==> src/rtl/weight_fetch_scheduler_if.sv <==
// Bundle of command, weight-memory and array-stream signals for weight_fetch_scheduler.
//   master : scheduler side (drives mem_addr, out_*, busy/done/err)
//   slave  : surrounding host/memory/array side
// Signals: start/base_addr/num_groups/repeat_cnt/abort (command), mem_addr/mem_w1..4
//          (memory), out_valid/out_ready/out_w1..4 (array stream), busy/done/err (status).
interface weight_fetch_scheduler_if #(
  parameter int unsigned ADDR_W = 16
);
  logic              start;
  logic [ADDR_W-1:0] base_addr;
  logic [7:0]        num_groups;
  logic [7:0]        repeat_cnt;
  logic              abort;

  logic [ADDR_W-1:0] mem_addr;
  logic [7:0]        mem_w1;
  logic [7:0]        mem_w2;
  logic [7:0]        mem_w3;
  logic [7:0]        mem_w4;

  logic              out_valid;
  logic              out_ready;
  logic [7:0]        out_w1;
  logic [7:0]        out_w2;
  logic [7:0]        out_w3;
  logic [7:0]        out_w4;

  logic              busy;
  logic              done;
  logic              err;

  modport master (
    input  start, base_addr, num_groups, repeat_cnt, abort,
    input  mem_w1, mem_w2, mem_w3, mem_w4, out_ready,
    output mem_addr, out_valid, out_w1, out_w2, out_w3, out_w4,
    output busy, done, err
  );

  modport slave (
    output start, base_addr, num_groups, repeat_cnt, abort,
    output mem_w1, mem_w2, mem_w3, mem_w4, out_ready,
    input  mem_addr, out_valid, out_w1, out_w2, out_w3, out_w4,
    input  busy, done, err
  );
endinterface

==> src/rtl/weight_fetch_scheduler.sv <==
// Weight fetch scheduler: walks the weight memory in strides of 4 for num_groups
// groups, repeat_cnt+1 passes, and hands each 4-weight group to the systolic array
// over valid/ready. Every output is registered.
// Ports: clk, rst (async active-low), bus (weight_fetch_scheduler_if.master).
module weight_fetch_scheduler #(
  parameter int unsigned ADDR_W    = 16,
  parameter int unsigned MEM_DEPTH = 8,
  parameter int unsigned RD_LAT    = 1
) (
  input  logic                      clk,
  input  logic                      rst,
  weight_fetch_scheduler_if.master  bus
);

  localparam int unsigned EXT_W = ADDR_W + 3;
  localparam int unsigned LAT_W = (RD_LAT > 1) ? $clog2(RD_LAT) : 1;

  typedef enum logic [2:0] {
    S_IDLE,
    S_ISSUE,
    S_WAIT,
    S_PRESENT,
    S_DONE
  } state_t;

  state_t            state;
  logic [ADDR_W-1:0] base_q;
  logic [7:0]        groups_q;
  logic [7:0]        grp_idx;
  logic [7:0]        pass_left;
  logic [LAT_W-1:0]  wait_cnt;

  // End-of-command address, widened so a large base cannot wrap past the check.
  logic [EXT_W-1:0]  end_addr_c;
  logic              range_err_c;

  assign end_addr_c  = EXT_W'(bus.base_addr) + EXT_W'({bus.num_groups, 2'b00});
  assign range_err_c = end_addr_c > EXT_W'(MEM_DEPTH);

  // Command sequencer and all registered outputs.
  always_ff @(posedge clk or negedge rst) begin
    if (!rst) begin
      state         <= S_IDLE;
      base_q        <= '0;
      groups_q      <= '0;
      grp_idx       <= '0;
      pass_left     <= '0;
      wait_cnt      <= '0;
      bus.mem_addr  <= '0;
      bus.out_valid <= 1'b0;
      bus.out_w1    <= '0;
      bus.out_w2    <= '0;
      bus.out_w3    <= '0;
      bus.out_w4    <= '0;
      bus.busy      <= 1'b0;
      bus.done      <= 1'b0;
      bus.err       <= 1'b0;
    end else begin
      bus.done <= 1'b0;
      case (state)
        S_IDLE: begin
          if (bus.start) begin
            base_q    <= bus.base_addr;
            groups_q  <= bus.num_groups;
            pass_left <= bus.repeat_cnt;
            grp_idx   <= '0;
            bus.err   <= 1'b0;
            bus.busy  <= 1'b1;
            if (bus.num_groups == 8'd0) begin
              bus.done <= 1'b1;
              state    <= S_DONE;
            end else if (range_err_c) begin
              bus.err  <= 1'b1;
              bus.done <= 1'b1;
              state    <= S_DONE;
            end else begin
              bus.mem_addr <= bus.base_addr;
              state        <= S_ISSUE;
            end
          end
        end

        S_ISSUE: begin
          if (bus.abort) begin
            bus.done <= 1'b1;
            state    <= S_DONE;
          end else begin
            wait_cnt <= '0;
            state    <= S_WAIT;
          end
        end

        // Capture the memory data on the final latency cycle.
        S_WAIT: begin
          if (bus.abort) begin
            bus.done <= 1'b1;
            state    <= S_DONE;
          end else if (wait_cnt == LAT_W'(RD_LAT - 1)) begin
            bus.out_w1    <= bus.mem_w1;
            bus.out_w2    <= bus.mem_w2;
            bus.out_w3    <= bus.mem_w3;
            bus.out_w4    <= bus.mem_w4;
            bus.out_valid <= 1'b1;
            state         <= S_PRESENT;
          end else begin
            wait_cnt <= LAT_W'(wait_cnt + 1'b1);
          end
        end

        // Abort wins over a simultaneous transfer; the group is simply dropped.
        S_PRESENT: begin
          if (bus.abort) begin
            bus.out_valid <= 1'b0;
            bus.done      <= 1'b1;
            state         <= S_DONE;
          end else if (bus.out_valid && bus.out_ready) begin
            bus.out_valid <= 1'b0;
            if (grp_idx != 8'(groups_q - 8'd1)) begin
              grp_idx      <= 8'(grp_idx + 8'd1);
              bus.mem_addr <= ADDR_W'(bus.mem_addr + ADDR_W'(4));
              state        <= S_ISSUE;
            end else if (pass_left != 8'd0) begin
              pass_left    <= 8'(pass_left - 8'd1);
              grp_idx      <= '0;
              bus.mem_addr <= base_q;
              state        <= S_ISSUE;
            end else begin
              bus.done <= 1'b1;
              state    <= S_DONE;
            end
          end
        end

        S_DONE: begin
          bus.busy <= 1'b0;
          state    <= S_IDLE;
        end

        default: begin
          bus.busy <= 1'b0;
          state    <= S_IDLE;
        end
      endcase
    end
  end

endmodule

==> src/flat_wrapper.sv <==
// flat-port wrapper written by rule: the top's interface ports become plain ports
module weight_fetch_scheduler_flat 
#(
  parameter int unsigned ADDR_W    = 16,
  parameter int unsigned MEM_DEPTH = 8,
  parameter int unsigned RD_LAT    = 1
)
  (clk, rst, bus_start, bus_base_addr, bus_num_groups, bus_repeat_cnt, bus_abort, bus_mem_w1, bus_mem_w2, bus_mem_w3, bus_mem_w4, bus_out_ready, bus_mem_addr, bus_out_valid, bus_out_w1, bus_out_w2, bus_out_w3, bus_out_w4, bus_busy, bus_done, bus_err);
  weight_fetch_scheduler_if #(.ADDR_W(ADDR_W)) bus_i ();
  input  logic clk;
  input  logic rst;
  input wire logic [$bits(bus_i.start)-1:0] bus_start;
  input wire logic [$bits(bus_i.base_addr)-1:0] bus_base_addr;
  input wire logic [$bits(bus_i.num_groups)-1:0] bus_num_groups;
  input wire logic [$bits(bus_i.repeat_cnt)-1:0] bus_repeat_cnt;
  input wire logic [$bits(bus_i.abort)-1:0] bus_abort;
  input wire logic [$bits(bus_i.mem_w1)-1:0] bus_mem_w1;
  input wire logic [$bits(bus_i.mem_w2)-1:0] bus_mem_w2;
  input wire logic [$bits(bus_i.mem_w3)-1:0] bus_mem_w3;
  input wire logic [$bits(bus_i.mem_w4)-1:0] bus_mem_w4;
  input wire logic [$bits(bus_i.out_ready)-1:0] bus_out_ready;
  output wire logic [$bits(bus_i.mem_addr)-1:0] bus_mem_addr;
  output wire logic [$bits(bus_i.out_valid)-1:0] bus_out_valid;
  output wire logic [$bits(bus_i.out_w1)-1:0] bus_out_w1;
  output wire logic [$bits(bus_i.out_w2)-1:0] bus_out_w2;
  output wire logic [$bits(bus_i.out_w3)-1:0] bus_out_w3;
  output wire logic [$bits(bus_i.out_w4)-1:0] bus_out_w4;
  output wire logic [$bits(bus_i.busy)-1:0] bus_busy;
  output wire logic [$bits(bus_i.done)-1:0] bus_done;
  output wire logic [$bits(bus_i.err)-1:0] bus_err;
  assign bus_i.start = bus_start;
  assign bus_i.base_addr = bus_base_addr;
  assign bus_i.num_groups = bus_num_groups;
  assign bus_i.repeat_cnt = bus_repeat_cnt;
  assign bus_i.abort = bus_abort;
  assign bus_i.mem_w1 = bus_mem_w1;
  assign bus_i.mem_w2 = bus_mem_w2;
  assign bus_i.mem_w3 = bus_mem_w3;
  assign bus_i.mem_w4 = bus_mem_w4;
  assign bus_i.out_ready = bus_out_ready;
  assign bus_mem_addr = bus_i.mem_addr;
  assign bus_out_valid = bus_i.out_valid;
  assign bus_out_w1 = bus_i.out_w1;
  assign bus_out_w2 = bus_i.out_w2;
  assign bus_out_w3 = bus_i.out_w3;
  assign bus_out_w4 = bus_i.out_w4;
  assign bus_busy = bus_i.busy;
  assign bus_done = bus_i.done;
  assign bus_err = bus_i.err;
  weight_fetch_scheduler #(.ADDR_W(ADDR_W), .MEM_DEPTH(MEM_DEPTH), .RD_LAT(RD_LAT)) u_core (.clk(clk), .rst(rst), .bus(bus_i));
endmodule
==> config.mk <==
export PLATFORM = sky130hd
export DESIGN_NAME = weight_fetch_scheduler_flat
export DESIGN_NICKNAME = d
export VERILOG_FILES = /design/src/rtl/weight_fetch_scheduler_if.sv /design/src/rtl/weight_fetch_scheduler.sv /design/src/flat_wrapper.sv
export SDC_FILE = /design/constraint.sdc
export NUM_CORES = 1
export LEC_CHECK = 0
export CAP_MARGIN = 20
export CORE_AREA = 2 2 150 79
export DETAILED_ROUTE_END_ITERATION = 8
export DIE_AREA = 0 0 152 81
export PLACE_DENSITY = 0.79
export SLEW_MARGIN = 40
export SYNTH_ARGS = -nofsm -noshare
export SYNTH_HDL_FRONTEND = slang
export SYNTH_SLANG_ARGS = --single-unit
==> constraint.sdc <==
create_clock -name clk -period 3.93 [get_ports clk]
set_clock_uncertainty 0.15 [all_clocks]
set_input_delay 0.786 -clock clk [delete_from_list [all_inputs] [get_ports clk]]
set_output_delay 0.786 -clock clk [all_outputs]
set_load 0.02 [all_outputs]
==> impl_results.md, run 1 <==
* Power Density at 418 nW/µm²
* Sequential-to-total area share from yosys stat at 43.5%
* Flops & latches, synth at 95
* CTS tree: built
* Proportion of synthesized area in mux cells at 10.7%
* Die Footprint at around 12000 µm²
* Synth warnings at 0
* Die Y at approximately 80 µm
* Die Width at 152 µm
* Top-count cell post-synth: nand2_1
* Clock Latency Late Sink at 0.34 ns
* Critical Path AT at approximately 4.0 ns
* Fin. Hold Viols at 0
* DR iter-0 viols at between 300 and 400
* Fin crit period at 3.93 ns
* Vias at ~5100
* WL final at about 16000 µm
* Vias in the first global route at 4902
* Synth Area in Compound Gates at 16.1%
* Outcome: finished clean
* Startpoint Class: input pin
* Max-slew violations at 0
* Layout net count at 798
* Total Power at about 3.1 mW
* # hold bufs at CTS at 0
* Syn_nets at between 600 and 700
* Grt ovf at 0
* R2r endpoint: u_core.bus.mem_addr[14]
* CP Max Fanout at 8
* CTS buffer count at 9
* Mapped Avg Cell Area at ~9.8 µm²
* Top-area cell type share of the netlist area at roughly 43%
* H-Tree Depth at 3
* Hold_ws at ~0.32 ns
* Mapped Cells at roughly 560
* Initial antenna violation count at 0
* Clock transition at the registers of the reported paths at ~0.070 ns
* R2r startpoint: u_core.pass_left[0]
* Antenna viol nets, final at 0
* Highest clock rate at ~250 MHz
* Vias per cell at 5.88
* # DRC at 0
* Routed WL per cell at 18.2 µm
* Post-Layout Inst Area at 7510 µm²
* FP Rows at 28
* Pre-antenna DRT Iters at 5
* Slew of the pin with the lowest slew margin at between 0.7 and 0.8 ns
* Worst path required time at roughly 4 ns
* Port buffer count at 120
* Top cells by count, synth: nand2_1 (102), dfrtp_1 (95), mux2_2 (38), o21ai_0 (29), a21oi_1 (21)
* Largest family of logic cells by synthesized area: simple AND/OR/NAND/NOR gates
* HPWL after DPL at 11600 µm
* Layout cells sized above 1 at 19.8%
* Syn Std Cell Area at 5470 µm²
* EDFF count, synth at 0
* R2R Setup Slk at 0.73 ns
* Synth area leaders: dfrtp_1 (43%), mux2_2 (7.8%), nand2_1 (7.0%), ha_1 (2.7%), o21ai_0 (2.7%)
* Leak Pwr at ~3.3 nW
* Layout area overhead at 37.2%
* Ys async rst share at 100%
* Post-DP Area at 7100 µm²
* Diodes inserted at 0
* Simple-gate area share of the yosys netlist at 18.5%
* Endpoints failing setup at 0
* # Max-Cap Violations at 0
* Synth Area in Adders at 3.11%
* Crit path from: bus_num_groups[5]
* IO Count at 121
* Total GRT Usage at 25.7%
* TritonCTS Sinks at 95
* Period Utilization, post-route at 100%
* Longest Clk Path Bufs at 2
* R2R depth at 9
* Relative slew slack at 46.5%
* First-pass GRT wire length at approximately 25000 µm
* Core ar. at 11200 µm²
* Hold/Removal Path Class: input pin to asynchronous set/reset pin
* Initial Utilization at 48.6%
* Xor/xnor cell area share of the yosys netlist at 3.61%
* CP Capture Type: register
* Post-synth cell types at 67
* Worst IR Drop VDD at around 0.36 mV
* Largest net degree at the start of global routing at 48
* FILL cells at 855
* CTS Root Cell: clkbuf_16
* Crit Path Class: input pin to register
* Leading area contributor after synthesis: dfrtp_1
* Setup crit end: u_core.bus.mem_addr[6]
* Gp weighted congestion at about 0.95
* Top FF cell, synth: dfrtp_1
==> registers in the layout (all words and copies together) (netlist names), 3 cells and up <==
name                 count
u_core.bus.out_w3        8
u_core.state             3
u_core.groups_q          8
u_core.bus.out_w2        8
u_core.bus.out_w4        8
u_core.pass_left         8
u_core.grp_idx           8
u_core.bus.out_w1        8
u_core.bus.mem_addr     16
u_core.base_q           16
==> worst min-delay path by stage <==
stage / startpoint / end / slack, ns / depth (start not counted)
after global routing: rst / u_core.bus.out_w1[5] / 0.34 / 1
final: rst / u_core.groups_q[4] / 0.32 / 1
after global placement: u_core.base_q[7] / u_core.base_q[7] / 0.30 / 2
after detailed placement: u_core.base_q[12] / u_core.base_q[12] / 0.31 / 2
after floorplan: u_core.base_q[7] / u_core.base_q[7] / 0.29 / 2
after CTS: rst / u_core.grp_idx[3] / 0.32 / 1
==> cells by family (layout without fill, tap and decap cells) <==
group | count (synthesis) | count (layout)
and+or+nand+nor | 212 | 212
AOI/OAI and AO/OA | 124 | 124
DFF | 95 | 95
muxes | 50 | 50
buffers and inverters | 43 | 206
xor gates and xnor gates | 21 | 21
adders and majority gates | 13 | 13
==> final cells by class <==
type | count | area (µm²) | area share, %
clock buffer | 12 | 256 | 3.42
clock inverter | 4 | 28.8 | 0.383
inverter | 13 | 48.8 | 0.650
multi-input combinational | 420 | 2970 | 39.5
sequential | 95 | 2380 | 31.7
tap | 150 | 188 | 2.50
timing repair buffer | 177 | 1640 | 21.9
==> cells in the final DEF, fill, tap and decap left out, drive strengths merged, types with 4 or more instances in the layout <==
cell type	instances
nor4	5
o2bb2ai	4
a211oi	12
o22ai	6
nand3	18
mux2	45
inv	14
ha	12
nor2	20
xor2	11
dlygate4sd2	4
dfrtp	95
buf	58
o311ai	11
nand2	102
a31oi	5
or3	5
clkbuf	12
o211ai	5
dlymetal6s2s	5
clkdlybuf4s50	110
nor3	15
nand2b	9
or4	4
and3	7
a21boi	4
nand4	11
xnor2	9
o21ai	29
a21oi	22
mux2i	5
==> through the flow <==
step                worst slack [ns]  setup TNS [ns]  cells  util [%]
floorplan                     0.0397               0    558         -
global placement              -0.529           -7.88    854      63.1
detailed placement            -0.594           -9.01    854      63.2
CTS                          0.00443               0    871      66.0
global route                 -0.0984          -0.806    871      66.7
finish                       0.00167               0    871      66.7
==> power by group <==
group	switching (mW)	internal [mW]
logic	0.471	0.512
clock network	0.377	0.466
registers	0.177	1.13
total	1.03	2.11
==> layer usage <==
metal / GRT usage, % / share of wire (%) / up-vias
met3: 9.77 / 11 / 20
met4: 4.49 / 0.65 / 0
li1: - / - / 2356
met5: 0 / 0 / -
met2: 37.3 / 42 / 227
met1: 37.0 / 46 / 2522
==> worst max-delay path, stage by stage <==
cell,delay [ns]
clkdlybuf4s50_1,0.52
ha_4,0.35
nand4_1,0.14
buf_4,0.18
nor4b_1,0.29
buf_4,0.20
o221a_2,0.20
o221ai_1,0.16
or4_4,0.50
a21oi_4,0.17
buf_6,0.16
mux2_2,0.34
==> repair_timing <==
| action | 4_1_cts | 5_1_grt |
|---|---|---|
| resized for setup | 11 | 11 |
| hold endpoints to repair | 0 | 0 |
| setup endpoints to repair | 15 | 15 |
| buffers inserted | 1 | 0 |
| pin swaps | 6 | 5 |
(Power assumes the default switching activity.)
==> run 2: changes to the inputs <==
--- a/config.mk
+++ b/config.mk
@@ -9,6 +9,7 @@
 export CORE_AREA = 2 2 150 79
 export DETAILED_ROUTE_END_ITERATION = 8
 export DIE_AREA = 0 0 152 81
+export HOLD_SLACK_MARGIN = 0.12
 export PLACE_DENSITY = 0.79
 export SLEW_MARGIN = 40
 export SYNTH_ARGS = -nofsm -noshare
==> results of run 2 <==
No change in the layout: final DEF, timing and power equal those of run 1.
